===== src/rtl/healthcare_pkg.sv =====
// Shared definitions for the second-phase health monitor: alarm bit map and FSM states.
package healthcare_pkg;

  localparam int unsigned NUM_ALARMS = 5;

  // Alarm bit positions inside a per-channel alarm vector
  localparam int unsigned PRESSURE = 0;
  localparam int unsigned BLOOD    = 1;
  localparam int unsigned FALL     = 2;
  localparam int unsigned TEMP     = 3;
  localparam int unsigned GLYCEMIC = 4;

  typedef enum logic [0:0] {
    StScan,
    StReport
  } hcState_e;

endpackage


===== src/rtl/hc_persist_counter.sv =====
// Saturating persistence counter: counts consecutive abnormal samples for one channel/bit.
module hc_persist_counter #(
  parameter int unsigned PERSIST = 3,
  localparam int unsigned CNT_W  = $clog2(PERSIST + 1)
) (
  input  logic clk,
  input  logic rst,
  input  logic inc,
  input  logic clr,
  output logic reachedPulse
);

  logic [CNT_W-1:0] cntQ;

  // Clear has priority; increment stops at PERSIST
  always_ff @(posedge clk) begin
    if (rst) begin
      cntQ <= '0;
    end else if (clr) begin
      cntQ <= '0;
    end else if (inc && (cntQ != CNT_W'(PERSIST))) begin
      cntQ <= cntQ + 1'b1;
    end
  end

  // High only on the increment that lands exactly on PERSIST, never while saturated
  assign reachedPulse = inc && !clr && (cntQ == CNT_W'(PERSIST - 1));

endmodule


===== src/rtl/healthcare_monitor_second_phase.sv =====
// Multi-channel health monitor: persistence filtering, latched alarms and round-robin reporting.
module healthcare_monitor_second_phase
  import healthcare_pkg::*;
#(
  parameter int unsigned NUM_CH         = 4,
  parameter int unsigned PERSIST        = 3,
  parameter int unsigned GI_LIMIT       = 8,
  parameter bit          FALL_IMMEDIATE = 1'b1,
  localparam int unsigned CH_W          = ($clog2(NUM_CH) > 1) ? $clog2(NUM_CH) : 1
) (
  input  logic                  clk,
  input  logic                  rst,
  input  logic [NUM_CH-1:0]     chEnable,
  input  logic                  sampleValid,
  output logic                  sampleReady,
  input  logic [CH_W-1:0]       sampleCh,
  input  logic [3:0]            sampleFlags,
  input  logic [3:0]            glycemicIndex,
  output logic                  sampleDropped,
  output logic                  reportValid,
  input  logic                  reportReady,
  output logic [CH_W-1:0]       reportCh,
  output logic [NUM_ALARMS-1:0] reportAlarms,
  output logic                  alarmAny
);

  logic                               readyQ;
  logic                               dropQ, dropD;
  logic                               alarmAnyQ;
  logic                               accept;
  logic [NUM_ALARMS-1:0]              sampleBits;
  logic [NUM_CH-1:0]                  chHit;
  logic [NUM_CH-1:0][NUM_ALARMS-1:0]  setMask;
  logic [NUM_CH-1:0][NUM_ALARMS-1:0]  clrMask;
  logic [NUM_CH-1:0][NUM_ALARMS-1:0]  pendingQ;

  hcState_e              stateQ, stateD;
  logic [CH_W-1:0]       ptrQ, ptrD, ptrNext;
  logic                  validQ, validD;
  logic [CH_W-1:0]       chQ, chD;
  logic [NUM_ALARMS-1:0] alarmsQ, alarmsD;
  logic                  rptAccept;

  assign accept     = sampleValid & readyQ;
  assign sampleBits = {(glycemicIndex >= 4'(GI_LIMIT)), sampleFlags};

  // One-hot decode of the sample's channel; out-of-range channels decode to nothing
  always_comb begin
    chHit = '0;
    for (int c = 0; c < NUM_CH; c++) begin
      chHit[c] = accept && (sampleCh == CH_W'(c));
    end
  end

  assign dropD = accept && ((chHit & chEnable) == '0);

  // Counter array: a disabled-channel sample clears every counter of that channel
  for (genvar c = 0; c < NUM_CH; c++) begin : gCh
    for (genvar b = 0; b < NUM_ALARMS; b++) begin : gBit
      logic inc, clr, reached;

      assign inc = chHit[c] & chEnable[c] & sampleBits[b];
      assign clr = chHit[c] & ~(chEnable[c] & sampleBits[b]);

      hc_persist_counter #(
        .PERSIST (PERSIST)
      ) uCnt (
        .clk          (clk),
        .rst          (rst),
        .inc          (inc),
        .clr          (clr),
        .reachedPulse (reached)
      );

      if ((b == FALL) && FALL_IMMEDIATE) begin : gFallFast
        assign setMask[c][b] = reached | inc;
      end else begin : gPersist
        assign setMask[c][b] = reached;
      end
    end
  end

  // Report acceptance clears only the bits that were captured in the record
  always_comb begin
    clrMask = '0;
    if (rptAccept) begin
      clrMask[ptrQ] = alarmsQ;
    end
  end

  // Pending alarm latches; a set in the same cycle as a clear wins
  always_ff @(posedge clk) begin
    if (rst) begin
      pendingQ <= '0;
    end else begin
      for (int c = 0; c < NUM_CH; c++) begin
        pendingQ[c] <= (pendingQ[c] & ~clrMask[c]) | setMask[c];
      end
    end
  end

  // Registered status outputs
  always_ff @(posedge clk) begin
    if (rst) begin
      readyQ    <= 1'b0;
      dropQ     <= 1'b0;
      alarmAnyQ <= 1'b0;
    end else begin
      readyQ    <= 1'b1;
      dropQ     <= dropD;
      alarmAnyQ <= |pendingQ;
    end
  end

  // Scanner state and held report record
  always_ff @(posedge clk) begin
    if (rst) begin
      stateQ  <= StScan;
      ptrQ    <= '0;
      validQ  <= 1'b0;
      chQ     <= '0;
      alarmsQ <= '0;
    end else begin
      stateQ  <= stateD;
      ptrQ    <= ptrD;
      validQ  <= validD;
      chQ     <= chD;
      alarmsQ <= alarmsD;
    end
  end

  assign ptrNext = (ptrQ == CH_W'(NUM_CH - 1)) ? '0 : ptrQ + 1'b1;

  // Round-robin scan / report handshake next-state logic
  always_comb begin
    stateD    = stateQ;
    ptrD      = ptrQ;
    validD    = validQ;
    chD       = chQ;
    alarmsD   = alarmsQ;
    rptAccept = 1'b0;
    unique case (stateQ)
      StScan: begin
        if (pendingQ[ptrQ] != '0) begin
          chD     = ptrQ;
          alarmsD = pendingQ[ptrQ];
          validD  = 1'b1;
          stateD  = StReport;
        end else begin
          ptrD = ptrNext;
        end
      end
      StReport: begin
        if (reportReady) begin
          rptAccept = 1'b1;
          validD    = 1'b0;
          ptrD      = ptrNext;
          stateD    = StScan;
        end
      end
      default: stateD = StScan;
    endcase
  end

  assign sampleReady   = readyQ;
  assign sampleDropped = dropQ;
  assign alarmAny      = alarmAnyQ;
  assign reportValid   = validQ;
  assign reportCh      = chQ;
  assign reportAlarms  = alarmsQ;

endmodule

===== config.mk =====
export PLATFORM = sky130hd
export DESIGN_NAME = healthcare_monitor_second_phase
export DESIGN_NICKNAME = d
export VERILOG_FILES = /design/src/rtl/healthcare_pkg.sv /design/src/rtl/hc_persist_counter.sv /design/src/rtl/healthcare_monitor_second_phase.sv
export SDC_FILE = /design/constraint.sdc
export NUM_CORES = 1
export LEC_CHECK = 0
export CAP_MARGIN = 20
export CELL_PAD_IN_SITES_DETAIL_PLACEMENT = 1
export CELL_PAD_IN_SITES_GLOBAL_PLACEMENT = 1
export CORE_MARGIN = 2
export CORE_UTILIZATION = 33
export CTS_CLUSTER_SIZE = 25
export DETAILED_ROUTE_END_ITERATION = 16
export PLACE_DENSITY = 0.69
export SLEW_MARGIN = 20
export SYNTH_ARGS = -nofsm -noshare
export SYNTH_HDL_FRONTEND = slang
export SYNTH_SLANG_ARGS = --single-unit

===== constraint.sdc =====
create_clock -name clk -period 4.35 [get_ports clk]
set_input_delay 0.87 -clock clk [delete_from_list [all_inputs] [get_ports clk]]
set_output_delay 0.87 -clock clk [all_outputs]
set_load 0.01 [all_outputs]

After elaboration in Yosys (flattened, before gate mapping)
Cells that the tools add are included.

Flip-flop bits (word level): 74. Bits of input ports: 18. Output and inout bits: 11. Logic and storage cells: 338.

Add/sub/neg operators: 21. Order comparisons: 3. Equal/unequal tests: 47. Multiplexer cells: 18. Bitwise operators: 104. Reduce and logical (&&, ||, !) cells: 113.

Operators by type and width (count): 1-bit logical AND (66); 1-bit AND (65); 2-bit == test, second input constant (23); 2-bit inequality test, second input constant (23); 2-bit by 1-bit adder with 2-bit output, second input constant (21); 2-bit OR reduction (20); 1-bit NOT (21); 20-bit AND (1); 5-bit AND (4); 1-bit logical NOT (20); 20-bit two-way mux (1); 5-bit NOT (4); 5-bit OR (4); 20-bit OR reduction (1); 5-bit binary-select mux with 2-bit select (1); 5-bit demux with 2-bit select (1); 5-bit two-way mux (2); 1-bit two-way mux (7); 2-bit two-way mux (3); 2-bit AND reduction (3); 5-bit nonzero test (1); 4-bit AND (1); 4-bit greater-or-equal comparator, second input constant (1); 4-bit logical NOT (1); 7 further kinds (11).

Logic depth before layout (Yosys ltp)
Gate-level depths: netlist of the first run.

Word-level depth: 9. Mapped depth: 7. Mapped depth without buffers: 6.

Cells and area by module
Synthesis of the first run repeated with hierarchy kept, for this count alone.

Cells, all modules: 449. Area, all modules: 4257.8 sq um.

By module, submodules not included: hc_persist_counter (instances 20, cells an instance 12, area each 125.1 sq um, seq. area each 40.0 sq um); healthcare_monitor_second_phase (instances 1, cells an instance 209, area each 1755.4 sq um, seq. area each 680.7 sq um).

Least setup slack after synthesis of the first run
OpenSTA, ideal clock, no wires.

Path kind: input port to flip-flop. Start point: input sampleCh[1]. End point: register pendingQ[9] in the netlist's numbering. Setup time: 0.065 ns. Arrival time: 1.842 ns. Data required time: 4.285 ns. Slack: 2.443 ns. Cell stages on the path: 6. Buffers on the path: 2. Cell sequence: and4b_1 clkbuf_1 and2_0 clkbuf_1 a32oi_1 nor2_1.

Word-level cells in the longest chain between the ends: 7. Elaborated cells between the ends (all ways): 9. Those cells by class: eq/ne: 1; bitwise: 4; reduce/logical: 4.

RTL lines: start, declared (line healthcare_monitor_second_phase.sv:16) `input logic [CH_W-1:0] sampleCh,`; 2-bit by 1-bit == test with 1-bit output (*) (line healthcare_monitor_second_phase.sv:51) `chHit[c] = accept && (sampleCh == CH_W'(c));`; 1-bit logical AND (*) (line healthcare_monitor_second_phase.sv:51); 1-bit AND, on equally long branches (line healthcare_monitor_second_phase.sv:62, healthcare_monitor_second_phase.sv:63); 1-bit AND or 1-bit logical NOT (tied branches) (line healthcare_monitor_second_phase.sv:62, hc_persist_counter.sv:27); 1-bit logical AND (*) (2 in a row) (line hc_persist_counter.sv:27) `assign reachedPulse = inc && !clr && (cntQ == CNT_W'(PERSIST - 1));`; 5-bit OR (*) (line healthcare_monitor_second_phase.sv:97) `pendingQ[c] <= (pendingQ[c] & ~clrMask[c]) | setMask[c];`; end signal, assigned by index (line healthcare_monitor_second_phase.sv:97); end, declared (line healthcare_monitor_second_phase.sv:35) `logic [NUM_CH-1:0][NUM_ALARMS-1:0] pendingQ;`.

Every way passes the cells marked *; elsewhere a longest branch is shown, timed or not. A chain may end at the register's enable or synchronous reset.

Worst setup path in the final report of the first run
Start point: input sampleCh[1]. End point: register gCh[3].gBit[4].uCnt.cntQ[1].

Word-level cells in the longest chain between the ends: 5. Elaborated cells between the ends (all ways): 7. Those cells by class: eq/ne: 1; bitwise: 3; reduce/logical: 3.

RTL lines: 2-bit == test (*) (line healthcare_monitor_second_phase.sv:51); 1-bit logical AND (*) (line healthcare_monitor_second_phase.sv:51); 1-bit AND (2 in a row) (line healthcare_monitor_second_phase.sv:62) `assign inc = chHit[c] & chEnable[c] & sampleBits[b];`; 1-bit logical AND (line hc_persist_counter.sv:21) `end else if (inc && (cntQ != CNT_W'(PERSIST))) begin`; end signal, assigned (line hc_persist_counter.sv:22) `cntQ <= cntQ + 1'b1;`; end, declared (line hc_persist_counter.sv:13) `logic [CNT_W-1:0] cntQ;`.

Marked as above.

==> impl_metrics.ini, run 1 <==
[run_status]
outcome = completed

[cells_and_area]
final_cell_mix = sky130_fd_sc_hd__dfxtp_1 (66), sky130_fd_sc_hd__nand2_1 (41), sky130_fd_sc_hd__ha_1 (36)
regArea_sq_um = 1320
multiInputGateArea_sq_um = 1970
final_util_pct = 39.0
antenna_cells_inserted = 0
layout-area-overhead-vs-synth_pct = 14.4
layout-drive-gt1-share_pct = 7.46
n_fill_cell = 1233
final_common_cell = sky130_fd_sc_hd__dfxtp_1
total_nets_final = 451

[detailed_routing]
wirelength_mm = 8.99
drt_pre_antenna_iters = 4
detail_route.vias_per_cell = 5.25
drt_drc_violations_left = 0
via_count = 2824
initialDrtViolationCount = 89
wire_per_inst_um = 16.7
route.antenna.remaining_nets = 0

[clocking]
cts.sink_count = 66
cts_hold_buffers = 0
cts_tree = yes
cts-root-buf = sky130_fd_sc_hd__clkbuf_8
clock_tree.htree_level_count = 3
cts-resized-gates = 0
insertion_delay_ps = 340
cts_inserted_buffers = 9
clk_transition_reported_paths_ps = 70
cts.repair_timing.setup_buffer_count = 0
max-clock-path-buffers = 2

[synthesis]
synthXorXnorAreaFrac_pct = 3.96
top_area_cells_in_the_synthesized_netlist = sky130_fd_sc_hd__dfxtp_1 (37%), sky130_fd_sc_hd__ha_1 (13%), sky130_fd_sc_hd__nand2_1 (4.3%)
synthDominantCellAreaShare_pct = 37.3
post_synth_inst_count = 382
yosys.area_share.adder_pct = 12.7
synthMuxAreaShare_pct = 6.79
synth_top_family_by_area = simple AND/OR/NAND/NOR gates
synth_nets = 436
synthesis.yosys.warnings = 0
synth_top_area_cell = sky130_fd_sc_hd__dfxtp_1
synth-seq-cells = 66
synth_simple_gate_area_share_pct = 20.5
netlist_area_pre_place_sq_um = 3540
syn-mean-instance-area_sq_um = 9.27
synth-seq-area-share_pct = 37.3
synth.lib_cells_used.distinct = 39
share_of_the_synthesized_area_in_compound_gates_ao_oa_aoi_oai_pct = 11.7

[placed_design]
detailed_place_hpwl_mm = 6.52
portBuffers = 25
finalWeightedCongestion = 0.830
dpl_worst_slack_ps = 1400

[timing]
final.setup.tns_ps = 0
layout_worst_path_cycle_share_pct = 59.5
final_number_of_setup_violating_endpoints = 0
slew_headroom_pct = 60.8
timing_max_transition_violations_final = 0
tightest_slew_ps = 582
grt_setup_unrepaired = false
setup_slack_ps = 1760
max_clock_freq_mhz = 387
min_period_ps = 2590
hold_violations = 0
worst_clock_skew_ps = 4.87

[critical_path]
worst-endpoint-required_ps = 4560
worst-r2r-setup-slack_ps = 2290
startpoint_type = input port
critical_path_class = input port to flop
crit_slowest_cell = sky130_fd_sc_hd__clkdlybuf4s50_1
worstSetupStartpoint = sampleCh[1]
timing.critical_path.arrival_ps = 2800
kind_of_end_point_of_the_critical_path = flop
critical_path_peak_fanout = 9
worstPathCellList = clkdlybuf4s50_1 -> nand4_1 -> nor4_2 -> nor2_1 -> a2111oi_0
timing.rr.start = ptrQ[0]
slowest_cell_delay_on_critical_path_ps = 570

[power_and_ir_drop]
total_leakage_power_nw = 1.67
worst_ir_drop_vdd_v = 0.000137
totalPowerFinal_mw = 1.21
p_per_area_nw_per_um2 = 298

[job]
reported_max_cap_violation_count = 0

[floorplanning]
std_cell_core_area_sq_um = 10400
die_x_um = 108
initial_utilization_pct = 34.1
die-area_sq_um = 11600
fp.dieH_um = 108
io-pin-count = 29
row_count = 37

[global_routing]
overflow = 0
grt_use_total_pct = 16.3
number_of_global_route_vias_before_repair = 2940
grt_first_pass_wirelength_mm = 14.7
grt_antenna_before_repair = 0
grt_start_max_net_pins = 47

[worst_hold_path]
hp-start = reportValid
worst_hold_path_type = flop to flop
## registers in the layout, indices dropped and copies added, names as in the netlist, 2 cells and up
name                cells
gCh.gBit.uCnt.cntQ     32
pendingQ               20
reportAlarms            5
ptrQ                    2
reportCh                2
## path summary, 6_finish.rpt
check / cells past startpoint / end
worst min-delay path: 2 / reportValid
worst max-delay path: 5 / gCh[3].gBit[4].uCnt.cntQ[1]
worst min register to register: 2 / reportValid
worst max register to register: 4 / reportCh[1]
## cell usage after synthesis (all sizes together)
cell type  instances
a31o               2
nor4bb             1
a21o               1
a2111oi            4
nor4              14
o211a              4
clkbuf            15
xnor2             16
a32o               3
and4b              2
a22oi              4
nand3b             1
a211oi             1
a32oi             16
a31oi              2
mux2i             12
a21oi             16
a311oi             1
nor2              28
nand2             41
inv               35
or3                1
and2              23
nand4              2
mux4               5
buf                9
and3               7
nand4b             9
nor3               5
dfxtp             66
ha                36
## cells by family (layout without fill, tap and decap cells)
| group | count (synthesis) | count (layout) |
|---|---|---|
| flip-flops | 66 | 66 |
| adder cells (fa/ha/maj) | 36 | 36 |
| AND/OR/NAND/NOR | 134 | 134 |
| multiplexers | 17 | 17 |
| XOR/XNOR | 16 | 16 |
| AO/OA/AOI/OAI | 54 | 54 |
| buffers and inverters | 59 | 79 |
## report_power, final
group          internal (mW)  total [mW]  switching (mW)
combinational         0.0421      0.0983          0.0562
clock                  0.253       0.480           0.227
sequential             0.613       0.630          0.0168
## layer usage
| metal | wire length [um] | part of all wire (%) | track usage (%) | vias up |
|---|---|---|---|---|
| li1 | - | - | - | 1364 |
| met1 | 4220 | 47 | 21.0 | 1400 |
| met2 | 4360 | 49 | 27.9 | 53 |
| met3 | 330 | 3.7 | 3.15 | 7 |
| met4 | 72 | 0.80 | 4.40 | 0 |
| met5 | 0 | 0 | 0 | - |
## critical path: cells and delay by family
family / cells / cell delay (ps)
and+or+nand+nor: 3 / 980
buffers and inverters: 1 / 570
AOI/OAI and AO/OA: 1 / 380
## area by class of cell
type	count	share of cell area, %
tap	136	4.20
inverter	35	3.25
sequential	66	32.6
multi-input combinational	257	48.7
clock buffer	14	4.27
clock inverter	2	0.247
timing repair buffer	28	6.74
## metrics by stage
| step | instance area [sq um] | hold WS [ps] | cells |
|---|---|---|---|
| 6_report | 4050 | 463 | 538 |
| 3_5_place_dp | 3860 | 454 | 522 |
| 3_3_place_gp | 3860 | 449 | 522 |
| 5_1_grt | 4050 | 486 | 538 |
| 2_1_floorplan | 3540 | 467 | 382 |
| 4_1_cts | 4050 | 468 | 538 |
Note: power is estimated with default switching activity, not from simulation.
==> inputs of run 2 (changes only) <==
==> constraint.sdc (replaced) <==
create_clock -name clk -period 2.7 [get_ports clk]
set_input_delay 0.54 -clock clk [delete_from_list [all_inputs] [get_ports clk]]
set_output_delay 0.54 -clock clk [all_outputs]
set_load 0.01 [all_outputs]
==> impl_metrics.ini, run 2 (same netlist as run 1, synthesis figures left out) <==
[run_status]
outcome = completed

[clocking]
clk_transition_reported_paths_ps = 80
max-clock-path-buffers = 2
cts.repair_timing.setup_buffer_count = 0
cts-resized-gates = 0
cts_hold_buffers = 0
cts.sink_count = 66
cts_tree = yes
insertion_delay_ps = 350
cts_inserted_buffers = 9
clock_tree.htree_level_count = 3
cts-root-buf = sky130_fd_sc_hd__clkbuf_8

[detailed_routing]
via_count = 2843
wire_per_inst_um = 17.3
route.antenna.remaining_nets = 0
drt_drc_violations_left = 0
detail_route.vias_per_cell = 5.25
drt_pre_antenna_iters = 4
initialDrtViolationCount = 134
wirelength_mm = 9.38

[placed_design]
finalWeightedCongestion = 0.788
portBuffers = 25
detailed_place_hpwl_mm = 6.64

[critical_path]
critical_path_peak_fanout = 9
worstPathCellList = mux4_1 -> nor3_2 -> a21o_1 -> mux2i_1
timing.critical_path.arrival_ps = 2370
startpoint_type = flop
crit_slowest_cell = sky130_fd_sc_hd__mux4_1
worst-endpoint-required_ps = 2990
critical_path_class = flop to flop
crit_buf_inv = 0
kind_of_end_point_of_the_critical_path = flop
timing.critical_path.max_delay_family = multiplexers
slowest_cell_delay_on_critical_path_ps = 680

[worst_hold_path]
worst_hold_path_type = flop to flop

[timing]
slew_headroom_pct = 62.5
grt_setup_unrepaired = false
max_clock_freq_mhz = 481
min_period_ps = 2080
final_number_of_setup_violating_endpoints = 0
final.setup.tns_ps = 0
timing_max_transition_violations_final = 0
worst_clock_skew_ps = 8.71
layout_worst_path_cycle_share_pct = 77.1
tightest_slew_ps = 558
hold_violations = 0

[floorplanning]
die_x_um = 108
fp.dieH_um = 108
io-pin-count = 29
die-area_sq_um = 11600
initial_utilization_pct = 34.1
std_cell_core_area_sq_um = 10400
row_count = 37

[cells_and_area]
total_nets_final = 455
largest_reg_flops = 32
antenna_cells_inserted = 0
layout-area-overhead-vs-synth_pct = 17.9
n_fill_cell = 1204
final_common_cell = sky130_fd_sc_hd__dfxtp_1
final_cell_mix = sky130_fd_sc_hd__dfxtp_1 (66), sky130_fd_sc_hd__nand2_1 (41), sky130_fd_sc_hd__ha_1 (36)
layout-drive-gt1-share_pct = 8.87
final_util_pct = 40.2
largest_register = gCh.gBit.uCnt.cntQ

[power_and_ir_drop]
p_per_area_nw_per_um2 = 551
total_leakage_power_nw = 1.73
worst_ir_drop_vdd_v = 0.000276

[global_routing]
grt.met1_usage_pct = 22.1
grt_util_met3_pct = 4.90
number_of_global_route_vias_before_repair = 3024
groute.layer.met2.usage_pct = 29.4
grt_start_max_net_pins = 46
grt_use_total_pct = 17.7
grt_antenna_before_repair = 0
gr-max-usage-layer = met2
grt_first_pass_wirelength_mm = 15.7
overflow = 0

[job]
reported_max_cap_violation_count = 0
-- run 2: cell count changes in the layout (fill, tap and decap cells not counted), sizes merged --
cell / delta
bufinv: +4
clkbuf: -5
buf: +4
clkinvlp: +1
-- run 2: routing by layer --
metal	up-vias	routed length (um)
met5	-	0
met1	1396	4260
met2	68	4540
met4	0	157
li1	1364	-
met3	15	424
-- run 2: area by class of cell --
type	instances	area, sq um	area share (%)
Clock buffer	9	124	2.97
Clock inverter	7	141	3.39
Inverter	35	131	3.15
Multi-Input combinational cell	257	1970	47.2
Sequential cell	66	1320	31.7
Tap cell	136	170	4.08
Timing Repair Buffer	32	315	7.56
-- run 2: power breakdown --
group	switching (mW)	total (mW)	internal, mW
clock network	0.412	1.12	0.706
registers	0.0283	1.02	0.987
logic	0.0915	0.165	0.0731
-- run 2: per-stage QoR --
| step | setup WS, ps | area [sq um] | power (mW) | hold WS (ps) | std cells |
|---|---|---|---|---|---|
| 3_3_place_gp | 457 | 3910 | 1.20 | 451 | 526 |
| 4_1_cts | 616 | 4170 | 2.33 | 475 | 542 |
| 3_5_place_dp | 373 | 3910 | 1.20 | 461 | 526 |
| 2_1_floorplan | 1010 | 3540 | 1.14 | 467 | 382 |
| 5_1_grt | 467 | 4170 | 2.40 | 503 | 542 |
| 6_report | 619 | 4170 | 2.30 | 470 | 542 |
-- run 2: worst paths after layout --
path	depth (start not counted)	from	slack, ps	end
min	2	reportValid	470	reportValid
min reg2reg	2	reportValid	470	reportValid
max reg2reg	4	ptrQ[1]	620	reportCh[1]
max	4	ptrQ[1]	620	reportCh[1]
-- run 2: worst register-to-register path, delay by kind of cell, from the launching register on --
family	cells	cell delay, ps
AOI/OAI and AO/OA	1	330
and+or+nand+nor	1	210
muxes	2	900
DFF	1	570
